===== src/rtl/board_pkg.sv =====
// board_pkg: shared board constants and debounce state encoding.
package board_pkg;
    localparam int CLK_HZ = 100_000_000;
    localparam int DEBOUNCE_MS = 10;
    localparam int DB_CYCLES = CLK_HZ / 1000 * DEBOUNCE_MS;
    localparam int SW_WIDTH = 8;
    localparam logic [SW_WIDTH-1:0] SW_RST_VAL = 8'h80;
    localparam logic DB_STABLE = 1'b0;
    localparam logic DB_PEND = 1'b1;
    typedef enum logic {ST_STABLE = DB_STABLE, ST_PEND = DB_PEND} db_state_t;
endpackage


===== src/rtl/debounce_cell.sv =====
// debounce_cell: one switch channel; 2-flop synchroniser, stability counter and update flag.
module debounce_cell
    import board_pkg::*;
#(
    parameter int   STABLE_CYCLES = DB_CYCLES,
    parameter logic RST_BIT = 1'b0
) (
    input  logic clk,
    input  logic rst_n,
    input  logic sw_in,
    output logic sw_out,
    output logic upd
);
    localparam int CNT_W = $clog2(STABLE_CYCLES);
    localparam logic [CNT_W-1:0] LAST = CNT_W'(STABLE_CYCLES - 1);
    logic [1:0] sync;
    logic [CNT_W-1:0] cnt;
    db_state_t state;
    always_ff @(posedge clk or negedge rst_n) begin
        if (!rst_n) begin
            sync   <= {2{RST_BIT}};
            state  <= ST_STABLE;
            cnt    <= '0;
            sw_out <= RST_BIT;
            upd    <= 1'b0;
        end else begin
            sync <= {sync[0], sw_in};
            upd  <= 1'b0;
            if (state == ST_STABLE) begin
                if (sync[1] != sw_out) begin
                    state <= ST_PEND;
                    cnt   <= CNT_W'(1);
                end
            end else if (sync[1] == sw_out) begin
                state <= ST_STABLE;
                cnt   <= '0;
            end else if (cnt == LAST) begin
                sw_out <= sync[1];
                upd    <= 1'b1;
                state  <= ST_STABLE;
                cnt    <= '0;
            end else begin
                cnt <= cnt + CNT_W'(1);
            end
        end
    end
endmodule


===== src/rtl/switch_debounce.sv =====
// switch_debounce: per-bit debounced switch bus with a change strobe.
// DEBOUNCE_EDGE_EN adds per-bit sw_rise/sw_fall pulses.
module switch_debounce
    import board_pkg::*;
#(
    parameter int               WIDTH = SW_WIDTH,
    parameter int               STABLE_CYCLES = DB_CYCLES,
    parameter logic [WIDTH-1:0] RST_VAL = WIDTH'(SW_RST_VAL)
) (
    input  logic             clk,
    input  logic             rst_n,
    input  logic [WIDTH-1:0] sw_in,
    output logic [WIDTH-1:0] sw_out,
    output logic             sw_change
`ifdef DEBOUNCE_EDGE_EN
    ,
    output logic [WIDTH-1:0] sw_rise,
    output logic [WIDTH-1:0] sw_fall
`endif
);
    logic [WIDTH-1:0] upd;
    for (genvar i = 0; i < WIDTH; i++) begin : g_cell
        debounce_cell #(.STABLE_CYCLES(STABLE_CYCLES), .RST_BIT(RST_VAL[i])) u_cell (
            .clk(clk),
            .rst_n(rst_n),
            .sw_in(sw_in[i]),
            .sw_out(sw_out[i]),
            .upd(upd[i])
        );
    end
    assign sw_change = |upd;
`ifdef DEBOUNCE_EDGE_EN
    // update flags are registered alongside sw_out, so these line up with the new level
    assign sw_rise = upd & sw_out;
    assign sw_fall = upd & ~sw_out;
`endif
endmodule

===== config.mk =====
export PLATFORM = sky130hd
export DESIGN_NAME = switch_debounce
export DESIGN_NICKNAME = d
export VERILOG_FILES = /design/src/rtl/board_pkg.sv /design/src/rtl/debounce_cell.sv /design/src/rtl/switch_debounce.sv
export SDC_FILE = /design/constraint.sdc
export NUM_CORES = 1
export LEC_CHECK = 0
export BUFFER_PORTS_ARGS = -buffer_cell sky130_fd_sc_hd__buf_2
export CORE_AREA = 2 2 137 139
export CTS_CLUSTER_SIZE = 16
export DETAILED_ROUTE_END_ITERATION = 10
export DIE_AREA = 0 0 139 141
export HOLD_SLACK_MARGIN = 0.05
export PLACE_DENSITY = 0.79
export SYNTH_ARGS = -nofsm -noshare
export SYNTH_HDL_FRONTEND = slang
export SYNTH_HIERARCHICAL = 1
export SYNTH_SLANG_ARGS = --single-unit

===== constraint.sdc =====
create_clock -name clk -period 6 [get_ports clk]
set_input_delay 1.2 -clock clk [delete_from_list [all_inputs] [get_ports clk]]
set_output_delay 1.2 -clock clk [all_outputs]
set_load 0.02 [all_outputs]

==> results of run 1 <==
==> cells by family after synthesis <==
group / Yosys count / synth area share (%)
AOI/OAI and AO/OA: 307 / 18.5
muxes: 22 / 2.27
adders and majority gates: 8 / 0.934
DFF: 200 / 46.7
xor gates and xnor gates: 25 / 2.04
and+or+nand+nor: 475 / 25.5
buffers and inverters: 71 / 4.06
==> state kept, by name, summed over array words and instances, names as in the netlist <==
signal,flops
g_cell.u_cell/cnt,160
g_cell.u_cell/state,8
g_cell.u_cell/sw_out,8
g_cell.u_cell/sync,16
g_cell.u_cell/upd,8
==> cell usage after synthesis, drive strengths merged <==
master	count	share of area, %
dfrtp	197	46
nand2	102	3.8
nand3	94	4.8
o21ai	82	4.1
a21oi	77	3.9
nor2	64	2.2
a31oi	61	3.6
nand4	53	3.1
nor4	33	2.9
inv	32	1.1
a21o	28	2.0
or3	28	2.1
buf	24	2.4
nand2b	24	1.4
a41oi	23	1.9
clkbuf	15	0.53
mux2	15	1.6
nor3b	15	1.1
xor2	15	1.2
and3	14	0.92
nor3	14	0.65
nor4b	14	1.1
a22o	10	0.82
xnor2	10	0.82
and2	9	0.55
ha	8	0.93
o31ai	8	0.89
a21boi	7	0.49
mux2i	7	0.65
nor2b	7	0.41
o31a	7	0.57
dfstp	3	0.74
o22ai	2	0.12
a211oi	1	0.070
and4	1	0.082
and4bb	1	0.15
nand4b	1	0.082
nor4bb	1	0.093
o2bb2ai	1	0.082
==> cell type report <==
class / count / share of cell area, %
Clock buffer: 19 / 3.97
Inverter: 32 / 1.05
Timing Repair Buffer: 19 / 1.04
Multi-Input combinational cell: 837 / 46.2
Tap cell: 234 / 2.57
Clock inverter: 13 / 1.27
Sequential cell: 200 / 43.9
==> where the power goes <==
group          total [mW]  switching [mW]  internal (mW)  leakage (nW)
combinational       0.153           0.107         0.0458          1.58
sequential           1.39          0.0198           1.37          2.71
clock                1.15           0.510          0.641         0.286
total                2.69           0.636           2.06          4.58
==> per-layer routing <==
metal / part of all wire (%) / vias to the layer above / GRT usage, % / routed length, µm
met3: 4.2 / 22 / 3.74 / 895
met1: 47 / 4153 / 31.3 / 10000
met4: 1.1 / 0 / 6.96 / 231
met5: 0 / - / 0 / 0
met2: 48 / 210 / 36.0 / 10200
li1: - / 4164 / - / -
==> path summary, 6_finish.rpt <==
path                                          start  cells after the start  slack, ps                       end
setup / recovery               g_cell[1].u_cell/upd                      3       3280                 sw_change
hold / removal             g_cell[6].u_cell/sync[0]                      0        350  g_cell[6].u_cell/sync[1]
setup reg to reg            g_cell[5].u_cell/cnt[0]                      6       3390   g_cell[5].u_cell/cnt[4]
hold reg to reg            g_cell[6].u_cell/sync[0]                      0        350  g_cell[6].u_cell/sync[1]
max in group asynchronous                     rst_n                      2       4170   g_cell[0].u_cell/cnt[0]
min in group asynchronous                     rst_n                      1        760  g_cell[7].u_cell/cnt[10]
==> cell usage in the layout (no fill, tap or decap), types with 15 or more instances in the layout <==
master,n
nand4_1,53
nand2_1,94
clkbuf_16,17
a41oi_1,23
dfrtp_1,197
xor2_1,15
o21ai_0,61
inv_1,32
a21o_1,28
a31oi_1,61
nor4_1,18
a21oi_1,69
buf_2,17
nand3_1,86
nor3b_1,15
nor2_1,64
nand2b_1,24
==> reports/qor.csv, run 1 <==
metric,value,unit
status,"complete, no violations",
hpwl dp,14.1,mm
synth warn,6,
Starting Density,58.7,%
DR vias,8549,
GR Util All Layers,22.3,%
clock root cell,clkbuf_16,
Detail Route Antenna Nets,0,
Critical-path top delay cell,nor4_1,
vias in the first global route,7772,
hold_buf cts,0,
DIE AREA,19600,µm²
CTS Buf Count,17,
"Reg clk slew, reported paths",70,ps
RSZ-0062 raised after global routing,no,
drc violations,0,
Post-Layout Inst Area,11400,µm²
max-cap check violation count,0,
Worst-Margin Slew,926,ps
Placed Instances,1322,
area grow syn2layout,6.48,%
"Avg Cell Area, Syn",9.67,µm²
WP data arrival,1520,ps
post-route clock period utilization,45.3,%
fin crit period,2720,ps
wire per inst,15.8,µm
RD Place Congestion,0.845,
CTS HTree Levels,4,
first-pass GRT wire length,36.8,mm
CP Cell Sequence,nor4_1 > nand2_1 > buf_2,
Final Skew,8.93,ps
Initial DRC Count,542,
Fin. Hold Viols,0,
Max VDD drop,0.000232,V
initial antenna violation count,0,
setup bufs post-CTS,0,
Buffers on Ports,18,
FP Rows,50,
clk_lat worst skew,430,ps
Final nets,1125,
largest net degree at the start of global routing,131,
GR Overflow Total,0,
syn_nets,1126,
Filler cells,1497,
post_cts resized,0,
CTS Sinks,200,
synthesized cell area,10700,µm²
Post-Route WL,21.3,mm
gate count of the mapped netlist,1108,
pre-CTS worst setup slack,3500,ps
WP buf/inv,1,
leakage power,4.58,nW
delay of the slowest critical-path stage,410,ps
fin cells,1354,
Slew Limit Fails,0,
WS Path Type,register to output pin,
drt first pass iters,5,
crit path max fanout,1,
Clock Path Buffers,2,
setup slack after layout,3280,ps
Worst slew margin,37.9,%
end-of-flow core utilization,62.5,%
ant diodes,0,
type of origin of the critical path,register,
Die Span Y,141,µm
FMAX,368,MHz
FF+latch area,5010,µm²
Core ar.,18300,µm²
multi-input logic area,5270,µm²
die width,139,µm
hold crit path type,register to register,
Critical Path RT,4800,ps
Ports,19,
TritonCTS clock tree,done,
CP Capture Type,output pin,
post-DR vias/cell,6.31,
setup TNS,0,ps
Final setup violation count,0,
Netlist cell types,55,
"Cell Area, Placed",10800,µm²
Final Hold Slack,349,ps
share of cells above drive strength 1,13.8,%
sequential share of the synthesized area,46.7,%
synthesis-stage register bit count,200,
total chip power,2.69,mW
total power divided by cell area,236,nW/µm²
CP top delay family,simple AND/OR/NAND/NOR gates,
(Power assumes the default switching activity.)
==> inputs of run 2 (changes only) <==
Settings changed: ABC_AREA set to 1, CORE_AREA 2 2 137 139 to 2 2 151 153, DIE_AREA 0 0 139 141 to 0 0 153 155.
Clock period 6 ns to 2.4 ns, I/O delays scaled along.
==> reports/qor.csv, run 2 <==
metric,value,unit,change
status,"complete, no violations",,unchanged
Seq pwr share,52.5,%,was 51.6%
CTS Sinks,200,,unchanged
GRT Max-Usage Layer,met2,,unchanged
"Avg Cell Area, Syn",7.66,µm²,was 9.67 µm²
Ports,19,,unchanged
met1 Use GR,29.4,%,was 31.3%
Filler cells,1907,,was 1497
post-DR vias/cell,5.21,,was 6.31
"most common cell after layout, fill and taps aside",nand2_1,,was dfrtp_1
Clock Path Buffers,2,,unchanged
RSZ-0062 raised after global routing,no,,unchanged
met3 Usage GRT,3.54,%,was 3.74%
pre-CTS worst setup slack,610,ps,was 3500 ps
first-pass GRT wire length,44.1,mm,was 36.8 mm
setup TNS,0,ps,unchanged
syn_nets,1664,,was 1126
combinational fraction of design power,6.4,%,was 5.7%
fin crit period,1800,ps,
Slew Limit Fails,0,,unchanged
hpwl dp,18.2,mm,was 14.1 mm
end-of-flow core utilization,60.6,%,was 62.5%
initial antenna violation count,0,,unchanged
R2R depth,6,,unchanged
Die Span Y,155,µm,was 141 µm
hold path startpoint,sw_in[7],,was g_cell[6].u_cell/sync[0]
FMAX,555,MHz,
internal power,4.94,mW,was 2.06 mW
Yosys top cell area share,39.1,%,was 46.0%
type of origin of the critical path,register,,unchanged
max reg flops,160,,unchanged
gate count of the mapped netlist,1646,,was 1108
wire per inst,12.5,µm,was 15.8 µm
Area contributors post-synth,"dfrtp_1, nand2_1, nand3_1",,"was dfrtp_1, nand3_1, a31oi_1"
Core ar.,22200,µm²,was 18300 µm²
Post-Route WL,24.6,mm,was 21.3 mm
DR vias,10227,,was 8549
total chip power,6.68,mW,was 2.69 mW
Worst-Margin Slew,612,ps,was 926 ps
drc violations,0,,unchanged
hold crit path type,input port to register,,was register to register
FF-to-FF Start,g_cell[2].u_cell/cnt[0],,was g_cell[5].u_cell/cnt[0]
synth warn,6,,unchanged
share of total power in the clock network,41.1,%,was 42.7%
Max VDD drop,0.000391,V,was 0.000232 V
GR Overflow Total,0,,unchanged
most frequent cells in the layout,"nand2_1, inv_1, dfrtp_1, nand3_1, nor2_1",,"was dfrtp_1, nand2_1, nand3_1, a21oi_1, nor2_1"
largest registers,"g_cell.u_cell/cnt (160), g_cell.u_cell/sync (16)",,unchanged
main flop type after synthesis,dfrtp_1,,unchanged
CP Capture Type,output pin,,unchanged
Worst slew margin,59.1,%,was 37.9%
Final Skew,7.44,ps,was 8.93 ps
Async SR Flop Fraction,100,%,unchanged
Switch Pwr,1.74,mW,was 636 µW
Post-synth EDFFs,0,,unchanged
Worst Hold End,g_cell[7].u_cell/sync[0],,was g_cell[6].u_cell/sync[1]
Buffers on Ports,18,,unchanged
worst hold path depth,1,,was 0
RR Endpoint,g_cell[2].u_cell/cnt[5],,was g_cell[5].u_cell/cnt[4]
post_cts resized,0,,unchanged
post-route clock period utilization,75.1,%,
ant diodes,0,,unchanged
sequential share of the synthesized area,39.7,%,was 46.7%
Starting Density,56.7,%,was 58.7%
setup slack after layout,599,ps,was 3280 ps
CTS HTree Levels,4,,unchanged
"Most flops, register",g_cell.u_cell/cnt,,unchanged
max-cap check violation count,0,,unchanged
DIE AREA,23700,µm²,was 19600 µm²
Fin. Hold Viols,0,,unchanged
synthesis-stage register bit count,200,,unchanged
Netlist cell types,31,,was 55
WP data arrival,1320,ps,was 1520 ps
Initial DRC Count,532,,was 542
synthesized cell area,12600,µm²,was 10700 µm²
WS Path Type,register to output pin,,unchanged
Critical Path RT,1920,ps,was 4800 ps
Final setup violation count,0,,unchanged
die width,153,µm,was 139 µm
Detail Route Antenna Nets,0,,unchanged
clk_lat worst skew,430,ps,about the same
"Reg clk slew, reported paths",70,ps,about the same
share of cells above drive strength 1,17.0,%,was 13.8%
clock root cell,clkbuf_16,,unchanged
CTS Buf Count,17,,unchanged
GR Util All Layers,21.9,%,was 22.3%
Final nets,1683,,was 1125
drt first pass iters,5,,unchanged
synth cell count leaders,"nand2_1, inv_1, dfrtp_1",,"was dfrtp_1, nand2_1, nand3_1"
crit path max fanout,1,,unchanged
R2R Setup Slk,610,ps,was 3390 ps
leakage power,5.88,nW,was 4.58 nW
largest net degree at the start of global routing,76,,was 131
Net Sw Frac,26.0,%,was 23.6%
total power divided by cell area,496,nW/µm²,was 236 nW/µm²
area grow syn2layout,6.83,%,was 6.48%
RD Place Congestion,0.872,,was 0.845
TritonCTS clock tree,done,,unchanged
vias in the first global route,9713,,was 7772
Final Hold Slack,146,ps,was 349 ps
FP Rows,55,,was 50
most frequent cell after synthesis,nand2_1,,was dfrtp_1
Global Route met2 Usage,37.3,%,was 36.0%
Yosys top cell by area,dfrtp_1,,unchanged
[run 2: timing repair]
item,4_1_cts,5_1_grt
setup buffers,0,0
endpoints found under the hold margin,4,0
hold buffers,1,0
[run 2: worst max-delay path by stage]
stage                                        from                 endpoint  depth (start not counted)
after floorplan           g_cell[7].u_cell/cnt[0]  g_cell[7].u_cell/cnt[8]                          9
after global placement    g_cell[1].u_cell/cnt[0]  g_cell[1].u_cell/cnt[5]                          6
after detailed placement  g_cell[3].u_cell/cnt[0]  g_cell[3].u_cell/cnt[5]                          6
after CTS                    g_cell[6].u_cell/upd                sw_change                          5
after global routing      g_cell[6].u_cell/cnt[0]  g_cell[6].u_cell/cnt[5]                          6
final                        g_cell[6].u_cell/upd                sw_change                          5
[run 2: cell type report]
cell class / count / area, µm² / area share [%]
Tap cell: 285 / 357 / 2.65
Timing Repair Buffer: 24 / 185 / 1.37
Multi-Input combinational cell: 1208 / 6560 / 48.7
Inverter: 214 / 803 / 5.96
Sequential cell: 200 / 5010 / 37.2
Clock inverter: 14 / 128 / 0.947
Clock buffer: 18 / 429 / 3.19
[run 2: per-stage QoR]
stage                     std cells  area [µm²]
after floorplan                1646       12600
after global placement         1930       12900
after detailed placement       1930       12900
after CTS                      1963       13500
after global routing           1963       13500
final                          1963       13500
[run 2: cell families (layout without fill, tap and decap cells)]
logic type	Yosys count	in the layout	synth area share, %
xor+xnor	50	50	3.53
flops	200	200	39.7
buf+inv	238	270	8.26
fa+ha+maj	8	8	0.794
compound gates	160	160	10.0
simple gates	990	990	37.7
[run 2: power by group through the flow]
stage / clock (mW) / sequential [mW] / combinational [mW]
6_report: 2.74 / 3.51 / 0.425
5_1_grt: 2.97 / 3.52 / 0.493
4_1_cts: 2.84 / 3.51 / 0.435
3_5_place_dp: 0 / 3.57 / 0.431
3_3_place_gp: 0 / 3.57 / 0.420
2_1_floorplan: 0 / 3.56 / 0.303
[run 2: per-layer routing]
metal / wire [µm] / part of all wire, % / vias to the layer above
met5: 0 / 0 / -
met1: 11900 / 48 / 4784
met2: 11700 / 48 / 136
met4: 260 / 1.1 / 0
li1: - / - / 5288
met3: 730 / 3.0 / 19
[run 2: worst max-delay path, stage by stage (launching register included)]
cell and delay [ps]:
dfrtp_1 360, inv_1 80, nand2_1 60, nor2_1 100, nand2_1 110, buf_2 180
